<file path="config.mk">
export PLATFORM = sky130hd
export DESIGN_NAME = inst_fetcher
export DESIGN_NICKNAME = d
export VERILOG_FILES = /design/src/rtl/cpu_pkg.sv /design/src/rtl/inst_queue.sv /design/src/rtl/inst_fetcher.sv
export SDC_FILE = /design/constraint.sdc
export NUM_CORES = 1
export LEC_CHECK = 0
export ABC_CLOCK_PERIOD_IN_PS = 8800
export CAP_MARGIN = 0
export CORE_ASPECT_RATIO = 0.8
export CORE_UTILIZATION = 55
export DETAILED_ROUTE_END_ITERATION = 12
export GPL_ROUTABILITY_DRIVEN = 0
export PLACE_DENSITY = 0.79
export SLEW_MARGIN = 20
export SYNTH_ARGS = -nofsm -noshare
export SYNTH_HDL_FRONTEND = slang
export SYNTH_SLANG_ARGS = --single-unit
</file>
<file path="constraint.sdc">
create_clock -name clk_in -period 8.8 [get_ports clk_in]
set_clock_uncertainty 0.2 [all_clocks]
set_input_delay 1.32 -clock clk_in [delete_from_list [all_inputs] [get_ports clk_in]]
set_output_delay 1.32 -clock clk_in [all_outputs]
set_load 0.005 [all_outputs]
</file>
<file path="src/rtl/cpu_pkg.sv">
// Shared front-end definitions: data width, JAL opcode and the fetch FSM state type.
package cpu_pkg;

  localparam int         XLEN   = 32;
  localparam logic [6:0] OP_JAL = 7'b1101111;

  typedef enum logic [1:0] {
    FS_IDLE,
    FS_WAIT,
    FS_DISCARD
  } fetch_state_t;

endpackage

</file>
<file path="src/rtl/inst_queue.sv">
// Circular instruction FIFO with push/pop/flush; head entry and count are driven straight from registers.
module inst_queue #(
  parameter int DEPTH = 4,
  parameter int WIDTH = 64
) (
  input  logic                       clk_in,
  input  logic                       rst_in,
  input  logic                       i_push,
  input  logic                       i_pop,
  input  logic                       i_flush,
  input  logic [WIDTH-1:0]           i_data,
  output logic [WIDTH-1:0]           o_head,
  output logic [$clog2(DEPTH+1)-1:0] o_count,
  output logic                       o_empty
);

  localparam int PTR_W = $clog2(DEPTH);
  localparam int CNT_W = $clog2(DEPTH + 1);

  logic [WIDTH-1:0] r_mem [DEPTH];
  logic [PTR_W-1:0] r_rd_ptr;
  logic [PTR_W-1:0] r_wr_ptr;
  logic [CNT_W-1:0] r_count;
  logic             w_full;
  logic             w_push;
  logic             w_pop;

  assign w_full  = (r_count == CNT_W'(DEPTH));
  assign o_empty = (r_count == '0);
  assign o_count = r_count;
  assign o_head  = r_mem[r_rd_ptr];

  // Flush wins over push/pop; DEPTH is a power of two so pointers wrap naturally.
  assign w_push = i_push & ~i_flush & ~w_full;
  assign w_pop  = i_pop & ~i_flush & ~o_empty;

  always_ff @(posedge clk_in) begin
    if (rst_in) begin
      for (int i = 0; i < DEPTH; i++) r_mem[i] <= '0;
      r_rd_ptr <= '0;
      r_wr_ptr <= '0;
      r_count  <= '0;
    end else if (i_flush) begin
      r_rd_ptr <= '0;
      r_wr_ptr <= '0;
      r_count  <= '0;
    end else begin
      if (w_push) begin
        r_mem[r_wr_ptr] <= i_data;
        r_wr_ptr        <= r_wr_ptr + PTR_W'(1);
      end
      if (w_pop) r_rd_ptr <= r_rd_ptr + PTR_W'(1);
      case ({w_push, w_pop})
        2'b10:   r_count <= r_count + CNT_W'(1);
        2'b01:   r_count <= r_count - CNT_W'(1);
        default: r_count <= r_count;
      endcase
    end
  end

endmodule

</file>
<file path="src/rtl/inst_fetcher.sv">
// Instruction fetcher: one outstanding I-cache request feeding an in-order instruction queue.
// Optional JAL target prediction on enqueue when INST_FETCHER_JAL_PREDICT_EN is defined.
//
// state      | meaning
// FS_IDLE    | nothing outstanding; request pc when ready and a queue slot is free
// FS_WAIT    | request outstanding; its response will be enqueued
// FS_DISCARD | request outstanding but flushed; its response will be dropped
module inst_fetcher
  import cpu_pkg::*;
#(
  parameter int              IQ_DEPTH = 4,
  parameter logic [XLEN-1:0] RESET_PC = 32'h0
) (
  input  logic            clk_in,
  input  logic            rst_in,
  input  logic            rdy_in,
  input  logic            clear,
  input  logic [XLEN-1:0] corr_inst_addr,
  output logic            icache_req,
  output logic [XLEN-1:0] icache_addr,
  input  logic            icache_valid,
  input  logic [XLEN-1:0] icache_inst,
  input  logic            dec_stall,
  output logic            inst_valid,
  output logic [XLEN-1:0] inst,
  output logic [XLEN-1:0] inst_addr
);

  localparam int CNT_W = $clog2(IQ_DEPTH + 1);

  fetch_state_t      r_state;
  fetch_state_t      w_state_next;
  logic [XLEN-1:0]   r_pc;
  logic [XLEN-1:0]   w_pc_next;
  logic [XLEN-1:0]   w_target;
  logic              w_clr;
  logic              w_push;
  logic              w_pop;
  logic              w_empty;
  logic              w_room;
  logic [CNT_W-1:0]  w_count;
  logic [2*XLEN-1:0] w_head;

  // A paused block ignores flushes; only an arriving response is still absorbed.
  assign w_clr  = clear & rdy_in;
  assign w_pop  = ~w_empty & ~dec_stall & ~clear & rdy_in;
  assign w_room = (w_count < CNT_W'(IQ_DEPTH));

  assign icache_addr = r_pc;
  assign inst_valid  = ~w_empty;
  assign inst        = w_head[2*XLEN-1:XLEN];
  assign inst_addr   = w_head[XLEN-1:0];

`ifdef INST_FETCHER_JAL_PREDICT_EN
  logic [XLEN-1:0] w_j_imm;
  assign w_j_imm  = {{12{icache_inst[31]}}, icache_inst[19:12], icache_inst[20],
                     icache_inst[30:21], 1'b0};
  assign w_target = (icache_inst[6:0] == OP_JAL) ? r_pc + w_j_imm : r_pc + 32'd4;
`else
  assign w_target = r_pc + 32'd4;
`endif

  always_ff @(posedge clk_in) begin
    if (rst_in) begin
      r_state <= FS_IDLE;
      r_pc    <= RESET_PC;
    end else begin
      r_state <= w_state_next;
      r_pc    <= w_pc_next;
    end
  end

  always_comb begin
    w_state_next = r_state;
    w_pc_next    = r_pc;
    icache_req   = 1'b0;
    w_push       = 1'b0;
    case (r_state)
      FS_IDLE: begin
        if (w_clr) begin
          w_pc_next = corr_inst_addr;
        end else if (rdy_in && w_room) begin
          icache_req   = 1'b1;
          w_state_next = FS_WAIT;
        end
      end
      FS_WAIT: begin
        // r_pc still holds the address of the outstanding request here.
        if (w_clr) begin
          w_pc_next    = corr_inst_addr;
          w_state_next = icache_valid ? FS_IDLE : FS_DISCARD;
        end else if (icache_valid) begin
          w_push       = 1'b1;
          w_pc_next    = w_target;
          w_state_next = FS_IDLE;
        end
      end
      FS_DISCARD: begin
        if (w_clr) w_pc_next = corr_inst_addr;
        if (icache_valid) w_state_next = FS_IDLE;
      end
      default: w_state_next = FS_IDLE;
    endcase
  end

  inst_queue #(
    .DEPTH(IQ_DEPTH),
    .WIDTH(2 * XLEN)
  ) u_queue (
    .clk_in (clk_in),
    .rst_in (rst_in),
    .i_push (w_push),
    .i_pop  (w_pop),
    .i_flush(w_clr),
    .i_data ({icache_inst, r_pc}),
    .o_head (w_head),
    .o_count(w_count),
    .o_empty(w_empty)
  );

endmodule

</file>
== Word-level counts from Yosys, hierarchy flattened ==
Memories as Yosys holds them, arrays and structs flattened. A register that Yosys moved wholly into a read port is not among the register bits.
Index checks and enable logic that the tools add are counted.
Storage, ports and cells
  word-level logic and storage cells: 72
  memories kept: 1
  memory bits (writable): 256
  output and inout bits: 98
  input port bits: 70
  bits in registers: 41
Cells by class
  bitwise logic cells: 13
  reduce and logical (&&, ||, !) cells: 10
  $lt $le $gt $ge: 1
  mux-type cells: 28
  equality and inequality tests: 9
  add/sub/neg operators: 5
Memory list
  u_queue.r_mem: depth 4, width 64, read ports 1, clocked after Yosys merged registers in 1, wr ports 4, line inst_queue.sv:20  | logic [WIDTH-1:0] r_mem [DEPTH];
Operators by type and width (count)
  32-bit two-way mux: 3
  64-bit two-way mux: 1
  32-bit case mux with 2 select lines: 1
  64-bit OR reduction: 1
  32-bit by 3-bit adder with 32-bit output, second input constant: 1
  2-bit two-way mux: 8
  1-bit two-way mux: 13
  1-bit AND: 8
  2-bit case mux with 3 select lines: 1
  3-bit case mux with 2 select lines: 1
  1-bit inverter: 5
  2-bit by 1-bit adder with 2-bit output, second input constant: 2
  2-bit by 1-bit == test with 1-bit output, second input constant: 2
  2-bit == test, second input constant: 2
  2-bit != test, second input constant: 2
  2-bit nonzero test: 2
  2-bit OR reduction: 2
  3-bit by 1-bit adder with 3-bit output, second input constant: 1
  3-bit == test, second input constant: 1
  3-bit zero test: 1
  3-bit less-than comparator, second input constant: 1
  3-bit by 2-bit != test with 1-bit output, second input constant: 1
  3-bit AND reduction: 1
  3-bit by 1-bit subtractor with 3-bit output, second input constant: 1
  other kinds (4): 4

== Logic depth before layout (Yosys ltp) ==
Gate-level depths: netlist of run 1.
  word-level depth: 11
  mapped depth: 9

== Hierarchy ==
A second synthesis of run 1 with hierarchy kept.
Second synthesis, totals
  cells, all modules: 949
  area total of the unflattened synthesis: 13571.8 um^2
By module, submodules not included
  inst_queue: cells each 671, area each 11419.7 um^2, instances 1
  inst_fetcher: cells each 278, area each 2152.1 um^2, instances 1

== Worst setup path before layout of run 1 ==
No wires, ideal clock.
  path kind: input port to flip-flop
  start: input icache_valid
  end: memory u_queue.r_mem[1][0], enable pin
  path slack: 3187 ps
  stages on the path: 4
  library setup time: 499 ps
  arrival time: 4914 ps
  cell sequence: nand2_2 -> a211oi_4 -> nand3_1 -> o21bai_1
RTL lines
  start: declaration: line inst_fetcher.sv:21  | input logic icache_valid,
  end: declaration: line inst_queue.sv:20

==> results of run 1 <==
==> cells in the final DEF (no fill, tap or decap), types with 4 or more instances in the layout <==
master / instances
nor4_1: 9
inv_1: 8
nor2_1: 42
clkdlybuf4s50_1: 167
clkbuf_16: 31
o211ai_1: 5
and3_1: 63
a22o_1: 4
dfxtp_1: 41
nand4_1: 12
a32oi_1: 14
a31oi_1: 4
clkinv_1: 10
nor3_1: 11
or3_1: 5
o22ai_1: 5
edfxtp_1: 256
nand3_1: 15
mux2i_1: 8
a21oi_1: 22
nand2_1: 28
buf_4: 11
o21ai_0: 12
mux4_2: 64
bufinv_16: 4
o32ai_1: 4
clkinv_2: 5
and2_1: 192
==> final cells by class <==
type                    count  area share (%)
clock buffers              34            4.78
multi-input cells         578            28.7
inverters                   8           0.182
flip-flops and latches    299            51.9
well taps                 318            2.42
clock inverters            21            1.21
repair buffers            179            10.7
==> logic make-up after synthesis <==
kind of cell,after synthesis,synth area share (%)
flops,299,62.8
compound gates,94,4.86
xor+xnor,6,0.386
fa+ha+maj,3,0.331
simple gates,402,17.6
buf+inv,87,2.82
mux,73,11.3
==> state kept, by name, indices dropped and copies added, names as in the netlist, named ones only <==
name,cells
icache_addr,32
r_state,2
u_queue.o_count,3
u_queue.r_mem,256
u_queue.r_rd_ptr,2
u_queue.r_wr_ptr,2
==> routing by layer <==
layer | GRT usage [%] | part of all wire [%] | wire length [µm] | up-vias
met5 | 0 | 0 | 0 | -
met4 | 5.85 | 1.6 | 530 | 0
met3 | 3.94 | 8.3 | 2700 | 47
met2 | 40.6 | 47 | 15300 | 429
met1 | 39.0 | 43 | 14000 | 4346
li1 | - | - | - | 3904
==> power breakdown <==
part           total [mW]  switching, mW  internal (mW)  leakage (nW)
Combinational       0.204          0.102          0.103          2.45
Clock                1.28          0.527          0.754         0.482
Sequential           1.63         0.0405           1.59          2.99
Total                3.11          0.669           2.44          5.92
==> worst paths after layout <==
kind	startpoint	endpoint	slack (ps)	cells after the start
max reg2reg	r_state[0]$_SDFFE_PP0P_	u_queue.r_mem[1][39]$_SDFFCE_PN0P_	4520	6
min reg2reg	u_queue.r_rd_ptr[1]$_SDFFE_PP0P_	u_queue.r_rd_ptr[1]$_SDFFE_PP0P_	320	2
min	u_queue.r_rd_ptr[1]$_SDFFE_PP0P_	u_queue.r_rd_ptr[1]$_SDFFE_PP0P_	320	2
max	icache_valid	u_queue.r_mem[1][39]$_SDFFCE_PN0P_	3750	7
==> worst register-to-register path: stages, from the launching register on <==
cell and delay [ps]:
dfxtp_1 530, nand2_2 150, a211oi_4 790, buf_4 570
nand3_1 260, o21bai_4 800, buf_4 600
==> through the flow <==
stage          util (%)  instance area [µm²]  worst slack [ps]  std cells  power, mW
4_1_cts            67.7                16500              3790       1437       3.12
3_3_place_gp       63.6                15500              3350       1381       1.85
3_5_place_dp       63.7                15500              3230       1382       1.86
2_1_floorplan         -                13600              3190        964       1.73
6_report           67.7                16500              3750       1437       3.11
5_1_grt            67.7                16500              3520       1437       3.19
==> synth_stat cells, drive strengths merged (3+ instances only) <==
| cell type | instances |
|---|---|
| xnor2 | 3 |
| a22o | 4 |
| a21oi | 23 |
| and3 | 63 |
| a211oi | 4 |
| or3 | 5 |
| nand4 | 12 |
| dfxtp | 43 |
| buf | 21 |
| nor4 | 11 |
| nor3 | 13 |
| o21ai | 12 |
| o32ai | 4 |
| nor3b | 3 |
| nand2 | 30 |
| o31ai | 3 |
| nor2 | 42 |
| xor2 | 3 |
| inv | 8 |
| o22ai | 5 |
| a32oi | 14 |
| o211ai | 5 |
| mux2i | 8 |
| and2 | 194 |
| or4 | 3 |
| mux4 | 64 |
| edfxtp | 256 |
| nand2b | 3 |
| nand3 | 17 |
| clkbuf | 58 |
| a31oi | 4 |
==> results.cfg, run 1 <==
[critical_path]
slowest_delay_ps = 800
path_cells = clkdlybuf4s50_1 -> nand2_2 -> a211oi_4 -> buf_4 -> nand3_1 -> o21bai_4 -> buf_4
worstPathRequired_ps = 8790
startpoint_type = primary input
end_kind = register
arrival_ps = 5040
cp_max_fo = 45
crit_family = buffers and inverters
cpMostUsedCell = buf_4
worst_path_max_delay_cell = o21bai_4
crit_buf_inv = 3
critPathKind = in -> reg

[power_and_ir_drop]
powerDensity_nw_per_um2 = 189
vdd_drop_max_mv = 0.170
p_leak_nw = 5.92

[cells_and_area]
nNetsFinal = 1169
area_growth_pct = 20.9
multi_input_area_um2 = 4730
drive_gt1_share_pct = 12.4
num_antenna_cells = 0
num-fill-cells = 1703
ff_latch_area_um2 = 8560

[global_route]
grt_usage_pct = 26.1
grt_pass1_wl_mm = 50.1
grt_overflow = 0
grt_max_degree = 65
grt_pass1_vias = 8788
antenna_found_initial = 0

[synth]
synthFlopType = edfxtp_1
synth.area.top_cells = edfxtp_1 (56%), mux4_2 (11%), and2_1 (8.8%)
syn_inst = 964
yosys_warnings = 0
synth_top_area_share_pct = 56.4
ys_ff_latch = 299
synth_cell_types = 66
syn_nets = 1037
synth_area_um2 = 13600
seq_area_frac_synth_pct = 62.8
syn_avg_cell_area_um2 = 14.1
async_reset_ff_share_pct = 0
synth_area_leader_cell = edfxtp_1
synth_edf_count = 256

[detailed_routing]
wire_per_inst_um = 22.7
via_per_inst = 6.07
drc = 0
wl_mm = 32.6
ant_nets = 0
first_pass_iters = 5
vias = 8726
drt_iter0_markers = 991

[cts]
clockBufferDepth = 3
clk_latency_ps = 550
clkSinkCount = 299
postCtsSetupBuffers = 0
path_clk_slew_ps = 60
cts_hold_buffers = 0
cts_inserted_buffers = 30
h-tree-depth = 1
ctsResizeCount = 0
cts_tree = built
cts-root-buf = clkbuf_16

[floorplan]
dieArea_um2 = 25400
die_h_um = 143
die_w_um = 178
io_pins = 168
initial_core_util_pct = 56.0
core.rowCount = 51
coreArea_um2 = 24300

[sta]
finalHoldViolations = 0
fmax_ghz = 0.198
finalSetupViolCount = 0
slew_headroom_pct = 28.7
hold_ws_ps = 323
period_needed_ps = 5050
tns_ps = 0
rsz0062_at_grt = no
finalCritPeriodShare_pct = 57.4
slew_viol_final = 0
tightest_slew_ps = 1070

[placed_design]
portBuffers = 167
dp_hpwl_mm = 18.7

[outcome]
run_status = complete, no violations

[job]
drv_cap = 0

[hold_path]
hold_class = reg -> reg
Note: power is estimated with default switching activity, not from simulation.
==> inputs of run 2 (changes only) <==
--- a/config.mk
+++ b/config.mk
@@ -5,7 +5,7 @@
 export SDC_FILE = /design/constraint.sdc
 export NUM_CORES = 1
 export LEC_CHECK = 0
-export ABC_CLOCK_PERIOD_IN_PS = 8800
+export ABC_CLOCK_PERIOD_IN_PS = 5170
 export CAP_MARGIN = 0
 export CORE_ASPECT_RATIO = 0.8
 export CORE_UTILIZATION = 55
==> constraint.sdc (replaced) <==
create_clock -name clk_in -period 5.17 [get_ports clk_in]
set_clock_uncertainty 0.2 [all_clocks]
set_input_delay 0.7755 -clock clk_in [delete_from_list [all_inputs] [get_ports clk_in]]
set_output_delay 0.7755 -clock clk_in [all_outputs]
set_load 0.005 [all_outputs]
==> results.cfg, run 2 (synthesized netlist as in run 1, its figures left out) <==
[critical_path]
path_cells = buf_12 -> mux4_2 -> clkdlybuf4s50_1
crit_family = flip-flops
end_kind = output pin
crit_buf_inv = 2
worstPathRequired_ps = 4190
cp_max_fo = 41
critPathKind = reg -> out
worst_path_max_delay_cell = dfxtp_4
startpoint_type = register
arrival_ps = 2840
slowest_delay_ps = 930

[sta]
setup_ws_ps = 1350
slew_headroom_pct = 33.5
fmax_ghz = 0.262
finalHoldViolations = 0
finalCritPeriodShare_pct = 73.9
rsz0062_at_grt = no
tns_ps = 0
slew_viol_final = 0
period_needed_ps = 3820
finalSetupViolCount = 0
tightest_slew_ps = 998

[power_and_ir_drop]
vdd_drop_max_mv = 0.226
p_leak_nw = 5.91
powerDensity_nw_per_um2 = 312

[detailed_routing]
drc = 0
first_pass_iters = 6
wire_per_inst_um = 22.2
ant_nets = 0
via_per_inst = 6.13
vias = 8822
wl_mm = 31.9
drt_iter0_markers = 1094

[global_route]
antenna_found_initial = 0
grt_overflow = 0
grt_pass1_vias = 8439
grt_use_met2_pct = 37.7
grt_util_met3_pct = 4.29
use_met1_pct = 38.3
grt_usage_pct = 25.2
grt_max_degree = 65
top_usage_layer = met1
grt_pass1_wl_mm = 48.6

[cts]
clkSinkCount = 299
postCtsSetupBuffers = 0
clockBufferDepth = 3
cts_hold_buffers = 0
path_clk_slew_ps = 60
cts_tree = built
cts_inserted_buffers = 29
ctsResizeCount = 0
cts-root-buf = clkbuf_16
clk_latency_ps = 540
h-tree-depth = 1

[cells_and_area]
final_common_cell = edfxtp_1
ff_latch_area_um2 = 8560
drive_gt1_share_pct = 12.9
area_growth_pct = 20.7
num_antenna_cells = 0
multi_input_area_um2 = 4730
mostFrequentLayoutCells = edfxtp_1 (256), and2_1 (192), clkdlybuf4s50_1 (167)
nNetsFinal = 1172
largest_reg_flops = 256
max_flop_register = u_queue.r_mem
num-fill-cells = 1678

[placed_design]
dp_hpwl_mm = 18.9
pre_cts_slack_ps = 1340
portBuffers = 167

[floorplan]
die_w_um = 178
dieArea_um2 = 25400
initial_core_util_pct = 56.0
core.rowCount = 51
coreArea_um2 = 24300
die_h_um = 143
io_pins = 168

[outcome]
run_status = complete, no violations

[hold_path]
hold_class = reg -> reg

[job]
drv_cap = 0
[run 2: cell types whose count changed in the layout (fill, tap and decap cells not counted), moves of 2 or more]
cell       change
buf_12         +3
buf_4          +2
bufinv_16      -2
clkbuf_16      -2
clkinv_1       -5
clkinv_2       +3
[run 2: per-layer routing]
metal / vias to the layer above / part of all wire [%]
met2: 444 / 45
met3: 53 / 8.6
met5: - / 0
li1: 3923 / -
met4: 0 / 2.1
met1: 4402 / 44
[run 2: worst paths after layout]
path	startpoint	endpoint	slack (ps)	cells after the start
setup / recovery	register	inst_addr[0]	1350	3
hold reg to reg	u_queue.r_rd_ptr[1]$_SDFFE_PP0P_	u_queue.r_rd_ptr[1]$_SDFFE_PP0P_	330	2
hold / removal	u_queue.r_rd_ptr[1]$_SDFFE_PP0P_	u_queue.r_rd_ptr[1]$_SDFFE_PP0P_	330	2
setup reg to reg	r_state[0]$_SDFFE_PP0P_	u_queue.o_count[2]$_SDFFE_PP0P_	2090	9
[run 2: cell type report]
type / instances / area share, %
clock buffer: 33 / 4.51
multi-input combinational: 578 / 28.8
timing repair buffer: 183 / 11.1
sequential: 299 / 52.0
tap: 318 / 2.42
inverter: 8 / 0.183
clock inverter: 19 / 0.951
[run 2: power by group]
| group | internal (mW) | switching [mW] |
|---|---|---|
| logic | 0.178 | 0.172 |
| registers | 2.70 | 0.0680 |
| clock network | 1.13 | 0.879 |
[run 2: stage by stage]
stage               instance area [µm²]  hold slack, ps  power (mW)  std cells  utilization [%]
finish                            16400             332        5.13       1438             67.6
global route                      16400             372        5.26       1438             67.6
CTS                               16400             340        5.14       1438             67.6
detailed placement                15500             325        3.17       1386             63.9
global placement                  15500             305        3.16       1386             63.9
floorplan                         13600             285        2.95        964                -
[run 2: tightest hold or removal path: cells and delay by family (launching register included)]
kind | cells | cell delay, ps
flip-flops | 1 | 320
XOR/XNOR | 1 | 60
AND/OR/NAND/NOR | 1 | 110
